## config.mk

```make
export PLATFORM = sky130hd
export DESIGN_NAME = atomic_unit
export DESIGN_NICKNAME = d
export VERILOG_FILES = /design/src/rtl/atomic_unit.sv
export SDC_FILE = /design/constraint.sdc
export NUM_CORES = 1
export LEC_CHECK = 0
export CAP_MARGIN = 20
export CORE_MARGIN = 2
export CORE_UTILIZATION = 40
export DETAILED_ROUTE_END_ITERATION = 6
export GPL_TIMING_DRIVEN = 0
export HOLD_SLACK_MARGIN = 0.08
export PLACE_DENSITY_LB_ADDON = 0.12
export SYNTH_ARGS = -nofsm -noshare
export SYNTH_HDL_FRONTEND = slang
export SYNTH_SLANG_ARGS = --single-unit
```

## constraint.sdc

```tcl
create_clock -name clk -period 2.9 [get_ports clk]
set_input_delay 0.58 -clock clk [delete_from_list [all_inputs] [get_ports clk]]
set_output_delay 0.58 -clock clk [all_outputs]
set_load 0.02 [all_outputs]
```

## src/rtl/atomic_unit.sv

```systemverilog
// RV32A atomic execution unit for the MEM stage: LR.W, SC.W and AMO*.W as
// multi-cycle read-modify-write sequences, plus the LR/SC reservation.
module atomic_unit #(
    parameter int XLEN   = 32,
    parameter int ADDR_W = 32
) (
    input  logic              clk,
    input  logic              reset_n,
    input  logic              is_atomic_mem,
    input  logic [4:0]        amo_funct5_mem,
    input  logic [ADDR_W-1:0] addr_mem,
    input  logic [XLEN-1:0]   rs2_data_mem,
    input  logic              mem_write_mem,
    output logic              atomic_unit_stall,
    output logic [XLEN-1:0]   atomic_result,
    output logic              amo_misaligned,
    output logic              dmem_req,
    output logic              dmem_we,
    output logic [ADDR_W-1:0] dmem_addr,
    output logic [XLEN-1:0]   dmem_wdata,
    input  logic [XLEN-1:0]   dmem_rdata,
    input  logic              dmem_ack
);

    localparam logic [4:0] F_ADD  = 5'b00000;
    localparam logic [4:0] F_SWAP = 5'b00001;
    localparam logic [4:0] F_LR   = 5'b00010;
    localparam logic [4:0] F_SC   = 5'b00011;
    localparam logic [4:0] F_XOR  = 5'b00100;
    localparam logic [4:0] F_OR   = 5'b01000;
    localparam logic [4:0] F_AND  = 5'b01100;
    localparam logic [4:0] F_MIN  = 5'b10000;
    localparam logic [4:0] F_MAX  = 5'b10100;
    localparam logic [4:0] F_MINU = 5'b11000;
    localparam logic [4:0] F_MAXU = 5'b11100;

    typedef enum logic [1:0] {IDLE, READ, WRITE, DONE} state_t;

    state_t              state_q;
    logic [ADDR_W-3:0]   wordAddr_q;
    logic [ADDR_W-3:0]   resAddr_q;
    logic                resValid_q;
    logic [4:0]          funct_q;
    logic [XLEN-1:0]     rs2_q;
    logic [XLEN-1:0]     old_q;
    logic [XLEN-1:0]     result_q;
    logic [XLEN-1:0]     wdata_q;
    logic                req_q;
    logic                we_q;
    logic                misaligned_q;
    logic [XLEN-1:0]     newVal_d;
    logic                resMatch;

    assign resMatch          = resValid_q && (addr_mem[ADDR_W-1:2] == resAddr_q);
    assign atomic_unit_stall = is_atomic_mem && (state_q != DONE);

    assign atomic_result  = result_q;
    assign amo_misaligned = misaligned_q;
    assign dmem_req       = req_q;
    assign dmem_we        = we_q;
    assign dmem_addr      = {wordAddr_q, 2'b00};
    assign dmem_wdata     = wdata_q;

    // Equal operands fall through to the old value for all min/max flavours.
    always_comb begin
        newVal_d = rs2_q;
        case (funct_q)
            F_ADD:   newVal_d = dmem_rdata + rs2_q;
            F_XOR:   newVal_d = dmem_rdata ^ rs2_q;
            F_AND:   newVal_d = dmem_rdata & rs2_q;
            F_OR:    newVal_d = dmem_rdata | rs2_q;
            F_MIN:   newVal_d = ($signed(rs2_q) < $signed(dmem_rdata)) ? rs2_q : dmem_rdata;
            F_MAX:   newVal_d = ($signed(rs2_q) > $signed(dmem_rdata)) ? rs2_q : dmem_rdata;
            F_MINU:  newVal_d = (rs2_q < dmem_rdata) ? rs2_q : dmem_rdata;
            F_MAXU:  newVal_d = (rs2_q > dmem_rdata) ? rs2_q : dmem_rdata;
            F_SWAP:  newVal_d = rs2_q;
            default: newVal_d = rs2_q;
        endcase
    end

    always_ff @(posedge clk or negedge reset_n) begin
        if (!reset_n) begin
            state_q      <= IDLE;
            wordAddr_q   <= '0;
            resAddr_q    <= '0;
            resValid_q   <= 1'b0;
            funct_q      <= '0;
            rs2_q        <= '0;
            old_q        <= '0;
            result_q     <= '0;
            wdata_q      <= '0;
            req_q        <= 1'b0;
            we_q         <= 1'b0;
            misaligned_q <= 1'b0;
        end else begin
            misaligned_q <= 1'b0;
            // Snoop first so that an LR set later in this block takes priority.
            if (mem_write_mem && resMatch) begin
                resValid_q <= 1'b0;
            end
            case (state_q)
                IDLE: begin
                    if (is_atomic_mem) begin
                        funct_q    <= amo_funct5_mem;
                        wordAddr_q <= addr_mem[ADDR_W-1:2];
                        rs2_q      <= rs2_data_mem;
                        if (addr_mem[1:0] != 2'b00) begin
                            state_q      <= DONE;
                            misaligned_q <= 1'b1;
                            result_q     <= '0;
                        end else if (amo_funct5_mem == F_SC) begin
                            resValid_q <= 1'b0;
                            if (resMatch) begin
                                state_q <= WRITE;
                                req_q   <= 1'b1;
                                we_q    <= 1'b1;
                                wdata_q <= rs2_data_mem;
                            end else begin
                                state_q  <= DONE;
                                result_q <= XLEN'(1);
                            end
                        end else begin
                            state_q <= READ;
                            req_q   <= 1'b1;
                            we_q    <= 1'b0;
                        end
                    end
                end
                READ: begin
                    if (dmem_ack) begin
                        old_q <= dmem_rdata;
                        if (funct_q == F_LR) begin
                            resValid_q <= 1'b1;
                            resAddr_q  <= wordAddr_q;
                            result_q   <= dmem_rdata;
                            req_q      <= 1'b0;
                            state_q    <= DONE;
                        end else begin
                            wdata_q <= newVal_d;
                            we_q    <= 1'b1;
                            state_q <= WRITE;
                        end
                    end
                end
                WRITE: begin
                    if (dmem_ack) begin
                        req_q    <= 1'b0;
                        we_q     <= 1'b0;
                        result_q <= (funct_q == F_SC) ? '0 : old_q;
                        state_q  <= DONE;
                    end
                end
                DONE: begin
                    state_q <= IDLE;
                end
                default: begin
                    state_q <= IDLE;
                end
            endcase
        end
    end

endmodule
```

## Word-level counts from Yosys, hierarchy flattened

Cells that the tools add are included.

| word-level totals | value |
|---|---|
| flip-flop bits (word level) | 199 |
| bits of input ports | 106 |
| logic and storage cells | 115 |

| cells by class | value |
|---|---|
| $add $sub $neg | 1 |
| $lt $le $gt $ge | 4 |
| equal/unequal tests | 26 |
| muxes and demuxes | 53 |
| bitwise logic cells | 3 |
| reductions and logical operators | 16 |

Operators by type and width:

| cell | number |
|---|---|
| $mux 32 | 18 |
| $pmux 32 s8 | 1 |
| $pmux 32 s3 | 1 |
| $gt 32x32->1 | 2 |
| $lt 32x32->1 | 2 |
| $pmux 32 s2 | 1 |
| $add 32x32->32 | 1 |
| $and 32x32->32 | 1 |
| $or 32x32->32 | 1 |
| $xor 32x32->32 | 1 |
| $eq 30x30->1 | 1 |
| $reduce_and 7->1 | 4 |
| $mux 1 | 23 |
| $eq 5x5->1 const B | 4 |
| $ne 2x2->1 const B | 9 |
| $eq 5x2->1 const B | 3 |
| $eq 5x4->1 const B | 2 |
| $mux 2 | 5 |
| $ne 3x3->1 const B | 3 |
| $pmux 2 s4 | 1 |
| $pmux 1 s3 | 2 |
| $reduce_and 3->1 | 2 |
| $eq 5x3->1 const B | 1 |
| $logic_not 5->1 | 1 |
| 8 further kinds | 13 |

## Depth between registers and ports, before layout

Gate-level depths: netlist of run 1.

| logic depth | value |
|---|---|
| depth after elaboration | 8 |
| depth in mapped cells | 15 |

## Least setup slack after synthesis of run 1

Ideal clock, no wire load.

| timing path | value |
|---|---|
| kind | input -> register |
| start point | input port dmem_rdata[27] |
| end point | register wdata_q[9] (netlist: dmem_wdata[9]) |
| arrival time | 3.221 ns |
| data required time | 2.772 ns |
| slack | -0.450 ns |
| cell stages on the path | 15 |
| buffers on the path | 3 |
| cells stage by stage | inv_1 ha_1 buf_4 nor4_4 nand4_2 nor4b_4 o41ai_2 a21o_1 and4_4 o21a_1 buf_6 buf_6 a211o_1 a31oi_1 o21ai_1 |

| on the way | value |
|---|---|
| cells in the longest elaborated chain, start to end | 6 |
| elaborated cells between the ends (all ways) | 12 |

Ends and longest elaborated chain:

| what | line | source |
|---|---|---|
| from (decl) | 21 | `input logic [XLEN-1:0] dmem_rdata,` |
| $gt 32x32->1 (tied with other cells) | 75 | `F_MAXU: newVal_d = (rs2_q > dmem_rdata) ? rs2_q : dmem_rdata;` |
| $mux 32 (on tied branches) | - |  |
| $pmux 32 s8 * | 67 | `case (funct_q)` |
| $mux 32 * | 132 | `if (funct_q == F_LR) begin` |
| $mux 32 * | 130 | `if (dmem_ack) begin` |
| $pmux 32 s2 * | 101 | `case (state_q)` |
| to (signal assigned) | 117 | `wdata_q <= rs2_data_mem;` |
| to (signal assigned) | 139 | `wdata_q <= newVal_d;` |
| to (decl) | 47 | `logic [XLEN-1:0] wdata_q;` |

Every way passes the cells marked *; elsewhere a longest branch is shown, timed or not. The select of a mux whose other input is x is not followed.
A chain may end at the register's enable or synchronous reset.

## Final worst setup path of run 1

| timing path | value |
|---|---|
| start point | input port dmem_rdata[16] |
| end point | register wdata_q[10] (netlist: dmem_wdata[10]) |

Same word-level chain as after synthesis.

==> flow_summary.ini, run 1 <==
[logic_synthesis]
synthCells = 1414
async_flop_share_pct = 100
yosys_warnings = 0
ys_ff_latch = 199
synthFlopType = dfrtp_1
ys_types = 74
synthesis.area_um2 = 13100
synth_edf_count = 0
synth.area.top_cells = dfrtp_1 38%, ha_1 9.5%, mux2_2 8.4%, a21oi_1 4.1%, o21ai_0 3.9%
synth_top_area_share_pct = 38.0
syn_area_per_cell_um2 = 9.27
synth_top_area_cell = dfrtp_1
synth_seq_area_share_pct = 38.0

[timing]
hold_violations = 0
max_slew_margin_pct = 32.6
setup_violations = 32
fmax_mhz = 293
period_share_pct = 118
fin_crit_ns = 3.41
tightest_slew_ns = 1.01
setup_ws_ns = -0.512
rsz0062_at_grt = true
fin_worst_skew_ns = 0.0110
slew_viol_final = 0

[global_route]
grt_max_degree = 108
grt_antenna_before_repair = 2
grt_pass1_vias = 12391
grt.overflow.total = 0
grt_usage_pct = 29.5
grt_pass1_wl_mm = 75.0

[floorplan]
rows = 66
io_pins = 206
fp.dieArea_um2 = 34200
die_width_um = 185
core_um2 = 32400
initial_core_util_pct = 40.5
die_y_um = 185

[job]
maxCapViolCount = 0

[critical_path]
crit_type = input pin to register
slowest_delay_ns = 0.62
worstSetupStartpointType = input pin
critPathBufInv = 4
crit_path_end_kind = register
critical_path.top_delay_family = buffers and inverters
required_ns = 3.25
crit_path_top_delay_cell = clkdlybuf4s50_1
cp_max_fo = 8
path_cells = clkdlybuf4s50_1, inv_1, ha_2, nor4b_4, buf_4, o41ai_4, a21o_4, a21oi_2, nor3_4, buf_8, a221oi_1, o32ai_1, mux2_2
worstPathArrival_ns = 3.76

[routing]
ant_nets = 0
drt-wirelength-per-cell_um = 23.6
wirelength_mm = 50.7
drt-initial-drc-count = 1233
first_pass_iters = 6
dr_total_vias = 12450
drc = 0
via_per_inst = 5.80

[power_and_ir_drop]
power.share.sequential_pct = 25.0
comb_power_share_pct = 63.6
switching_power_uw = 9600
power.density_nw_per_um2 = 1140
ir_worst_vdd_v = 0.000672
p_sw_share_pct = 46.9
p_int_uw = 10900
pwr-share-clk_pct = 11.4
fin_total_pwr_uw = 20500
p_leak_uw = 0.00768

[status]
outcome = finished with violations
violations = setup timing

[clock_network]
cts_buffers = 17
worstSkewPairLatency_ns = 0.47
htreeDepth = 4
clock-sinks = 199
clk_pin_slew_ns = 0.07
cts_tree = yes
clock_tree.buffer_depth = 2
cts_root_buffer = clkbuf_16
cts.hold.buffers_added = 0

[finish]
area_delta_synth_final_pct = 36.6
final_common_cell = dfrtp_1
layout_common_cells = 192 x dfrtp_1, 155 x clkdlybuf4s50_1, 111 x nand2_1
fin_nets = 1899
drive_gt1_share_pct = 23.8
design_area_um2 = 17900

[placed_design]
dpl_worst_slack_ns = -1.94
place.gp.congestion = 0.958
io_buffers = 203
dp_hpwl_mm = 35.1
placement.cell_area_um2 = 15900

[hold_path]
hp-class = input pin to async pin
power groups by stage:
stage | Combinational, uW | Clock, uW | Sequential, uW
after floorplan | 6200 | 0 | 5750
after global placement | 10900 | 0 | 5120
after detailed placement | 11000 | 0 | 5160
after CTS | 12200 | 2410 | 5090
after global routing | 14000 | 2520 | 5280
final | 13000 | 2340 | 5120
metal layers:
metal / share of wire (%) / track usage (%) / up-vias
li1: - / - / 5638
met3: 8.0 / 7.22 / 117
met2: 46 / 47.7 / 567
met4: 3.7 / 11.1 / 2
met1: 42 / 38.2 / 6126
met5: 0.026 / 0 / -
what timing repair did:
item / in CTS / in global routing
buffers inserted: 37 / 25
cloned: 1 / 2
pin swaps: 54 / 26
gates resized for setup: 219 / 116
setup endpoints to repair: 76 / 95
cell families (layout without fill, tap and decap cells):
kind of cell,after synthesis,count (layout),share of synthesized area [%]
AO/OA/AOI/OAI,426,426,21.1
AND/OR/NAND/NOR,339,339,12.4
flip-flops,199,199,38.0
buffers and inverters,181,470,5.60
multiplexers,115,115,9.72
adder cells (fa/ha/maj),101,101,9.70
XOR/XNOR,52,52,3.47
other,1,3,0.0286
layout make-up:
type                       count  area, um2
fill                        3043      14500
multi-input combinational   1035       8260
buffer                        85        587
clock inverter                11       90.1
timing repair buffer         268       2630
antenna                        1       2.50
clock buffer                  20        457
tap                          442        553
inverter                      86        338
sequential                   199       4990
stage by stage:
stage	hold slack [ns]	std cells	TNS [ns]	util, %
final	0.111	2147	-11.54	55.3
after floorplan	0.284	1415	-6.55	-
after CTS	0.158	2121	-11.40	53.6
after detailed placement	0.470	2061	-88.76	49.2
after global routing	0.189	2146	-13.83	55.3
after global placement	0.461	2060	-1620.27	49.1
sequential cells by signal (all words and copies together) (netlist names), 2 cells and up:
signal,flops
atomic_result,32
dmem_wdata,32
funct_q,5
old_q,32
resAddr_q,30
rs2_q,32
state_q,2
wordAddr_q,30
synthesized netlist by cell type (5+ instances only):
library cell    n
o2111ai_1      14
inv_1          86
a22oi_1        51
clkbuf_1       73
dfrtp_1       199
and2_1          7
mux2i_1        17
xnor2_1        41
a221oi_1       21
o21bai_1       12
a31oi_1        21
nor2b_1        16
xor2_1         11
nand2_1       115
nor3_1         12
a211oi_1       10
a311oi_1        6
nand3_1        20
a21oi_1       107
nand4_1        15
o21ai_0       101
a21o_1         14
and3_1          6
o22ai_1         8
a2111oi_0       5
nor4_1          6
o211ai_1       16
mux2_2         98
nor2_1        108
buf_2          13
ha_1          100
nand2b_1        8
a221o_1         9
worst paths after layout:
check | start | to | slack, ns | cells past startpoint
worst max-delay path | dmem_rdata[16] | dmem_wdata[10]$_DFFE_PN0P_ | -0.51 | 13
worst min-delay path | reset_n | atomic_result[9]$_DFFE_PN0P_ | 0.11 | 1
worst max register to register | rs2_q[26]$_DFFE_PN0P_ | dmem_wdata[10]$_DFFE_PN0P_ | -0.47 | 14
worst min register to register | old_q[18]$_DFFE_PN0P_ | old_q[18]$_DFFE_PN0P_ | 0.48 | 2
max in group asynchronous | reset_n | rs2_q[28]$_DFFE_PN0P_ | 1.74 | 2
min in group clk | addr_mem[27] | wordAddr_q[25]$_DFFE_PN0P_ | 0.41 | 2
(Power assumes the default switching activity.)
==> run 2, diff against run 1 <==
--- a/config.mk
+++ b/config.mk
@@ -12,6 +12,7 @@
 export GPL_TIMING_DRIVEN = 0
 export HOLD_SLACK_MARGIN = 0.08
 export PLACE_DENSITY_LB_ADDON = 0.12
+export SLEW_MARGIN = 0
 export SYNTH_ARGS = -nofsm -noshare
 export SYNTH_HDL_FRONTEND = slang
 export SYNTH_SLANG_ARGS = --single-unit
==> results of run 2 <==
Same layout as run 1: the final DEF is identical, and so are final timing and power.
==> run 3, diff against run 2 <==
--- a/config.mk
+++ b/config.mk
@@ -5,14 +5,14 @@
 export SDC_FILE = /design/constraint.sdc
 export NUM_CORES = 1
 export LEC_CHECK = 0
-export CAP_MARGIN = 20
+export CAP_MARGIN = 30
 export CORE_MARGIN = 2
 export CORE_UTILIZATION = 40
 export DETAILED_ROUTE_END_ITERATION = 6
 export GPL_TIMING_DRIVEN = 0
 export HOLD_SLACK_MARGIN = 0.08
 export PLACE_DENSITY_LB_ADDON = 0.12
-export SLEW_MARGIN = 0
+export SLEW_MARGIN = 10
 export SYNTH_ARGS = -nofsm -noshare
 export SYNTH_HDL_FRONTEND = slang
 export SYNTH_SLANG_ARGS = --single-unit
==> run 3 against run 2 <==
Power up 1.0%. Sequential cell count unchanged. Largest power group unchanged. Combinational power about the same. Utilization up 0.19 points. The flow still finishes with violations (setup timing).
==> flow_summary.ini, run 3 (synthesis results as in run 1) <==
[status]
outcome = finished with violations
violations = setup timing

[global_route]
grt_usage_pct = 29.6
grt_pass1_vias = 12352
grt.overflow.total = 0
grt_antenna_before_repair = 2
grt_max_degree = 92
grt_pass1_wl_mm = 75.1

[floorplan]
die_y_um = 185
initial_core_util_pct = 40.5
fp.dieArea_um2 = 34200
io_pins = 206
core_um2 = 32400
rows = 66
die_width_um = 185

[timing]
period_share_pct = 119
rsz0062_at_grt = true
fin_worst_skew_ns = 0.0153
fin_crit_ns = 3.45
max_slew_margin_pct = 35.9
hold_slack_ns = 0.425
setup_violations = 32
fmax_mhz = 290
tightest_slew_ns = 0.961
slew_viol_final = 0
hold_violations = 0
setup_ws_ns = -0.549

[power_and_ir_drop]
p_leak_uw = 0.00767
switching_power_uw = 9610
power.density_nw_per_um2 = 1150
p_int_uw = 11100
power.share.sequential_pct = 24.6
p_sw_share_pct = 46.4
ir_worst_vdd_v = 0.000664
fin_total_pwr_uw = 20700
comb_power_share_pct = 63.3
pwr-share-clk_pct = 12.1

[routing]
drt-wirelength-per-cell_um = 23.5
first_pass_iters = 5
wirelength_mm = 50.5
drc = 0
dr_total_vias = 12433
ant_nets = 0
drt-initial-drc-count = 1188
via_per_inst = 5.77

[critical_path]
worstPathArrival_ns = 3.80
crit_type = register to register
ff2ff_setup_slack_ns = -0.55
crit_path_end_kind = register
required_ns = 3.26
worstSetupStartpointType = register
cp_max_fo = 5

[job]
maxCapViolCount = 0

[placed_design]
placement.cell_area_um2 = 16000
dp_hpwl_mm = 35.4
place.gp.congestion = 0.958
io_buffers = 203

[finish]
post-route-util_pct = 55.5
fin_nets = 1905
layout_common_cells = 195 x dfrtp_1, 152 x clkdlybuf4s50_1, 111 x nand2_1
ff_latch_area_um2 = 4980
final_common_cell = dfrtp_1
multi_input_area_um2 = 8240
n_fill_cell = 3015
design_area_um2 = 18000
drive_gt1_share_pct = 23.7
area_delta_synth_final_pct = 37.1

[clock_network]
worstSkewPairLatency_ns = 0.47
clk_pin_slew_ns = 0.08
cts_tree = yes
htreeDepth = 4
clock_tree.buffer_depth = 2
clock-sinks = 199
cts_buffers = 17
cts_root_buffer = clkbuf_16

[hold_path]
hp-class = input pin to register
## run 3: cell types whose count changed in the layout (fill, tap and decap cells not counted), sizes merged
cell           previous run  this run
dlygate4sd2              20        30
dlymetal6s2s             12         3
clkdlybuf4s15             6        12
buf                      90        95
clkbuf                   90        86
clkdlybuf4s50           155       152
bufinv                    0         2
inv                      92        90
dlygate4sd3               0         1
## run 3: repair_timing
item,4_1_cts,5_1_grt
endpoints found under the hold margin,51,0
pin swaps,52,36
buffers inserted,46,18
gates resized for setup,262,76
endpoints found under the setup margin,67,85
hold buffers,1,0
cloned,2,0
## run 3: area by class of cell
class / count / area share, %
Tap cell: 442 / 3.08
Antenna cell: 1 / 0.0139
Timing Repair Buffer: 272 / 14.9
Multi-Input combinational cell: 1035 / 45.9
Buffer: 87 / 3.24
Inverter: 86 / 1.89
Clock inverter: 11 / 0.780
Clock buffer: 20 / 2.49
Sequential cell: 199 / 27.7
## run 3: critical path, cell delays in order, from the launching register on
cell      delay [ns]
dfrtp_1         0.40
inv_2           0.08
ha_4            0.19
clkbuf_8        0.14
nor4_4          0.19
buf_4           0.18
nand4_4         0.13
nor4b_4         0.30
buf_4           0.19
o41ai_4         0.10
a21o_4          0.24
and4_4          0.19
o21a_4          0.22
buf_12          0.15
buf_12          0.15
a22oi_2         0.15
a21oi_2         0.07
a311o_1         0.27
## run 3: metrics by stage
step | setup TNS (ns) | cells | setup slack [ns]
final | -13.65 | 2153 | -0.549
after CTS | -11.38 | 2135 | -0.454
after floorplan | -6.55 | 1415 | -0.390
after global routing | -16.79 | 2152 | -0.639
after detailed placement | -88.49 | 2064 | -1.91
after global placement | -1620.27 | 2060 | -7.73
## run 3: metal layers
layer,part of all wire (%),GRT usage (%),up-vias
met5,0.026,0,-
met4,3.0,10.5,2
met3,8.2,7.20,85
met2,46,47.8,558
met1,43,38.6,6133
li1,-,-,5655
## run 3: path summary, 6_finish.rpt
kind | start | endpoint | cells after the start
max | rs2_q[31]$_DFFE_PN0P_ | dmem_wdata[8]$_DFFE_PN0P_ | 17
min | addr_mem[17] | wordAddr_q[15]$_DFFE_PN0P_ | 2
max reg2reg | rs2_q[31]$_DFFE_PN0P_ | dmem_wdata[8]$_DFFE_PN0P_ | 17
min reg2reg | old_q[19]$_DFFE_PN0P_ | old_q[19]$_DFFE_PN0P_ | 2
max in group asynchronous | reset_n | rs2_q[1]$_DFFE_PN0P_ | 3
min in group asynchronous | reset_n | atomic_result[9]$_DFFE_PN0P_ | 2
## run 3: power by group through the flow
stage / registers [uW] / clock network (uW) / logic (uW)
final: 5090 / 2500 / 13100
after global routing: 5250 / 2670 / 14100
after CTS: 5050 / 2560 / 12400
after detailed placement: 5150 / 0 / 11000
after global placement: 5120 / 0 / 10900
after floorplan: 5750 / 0 / 6200
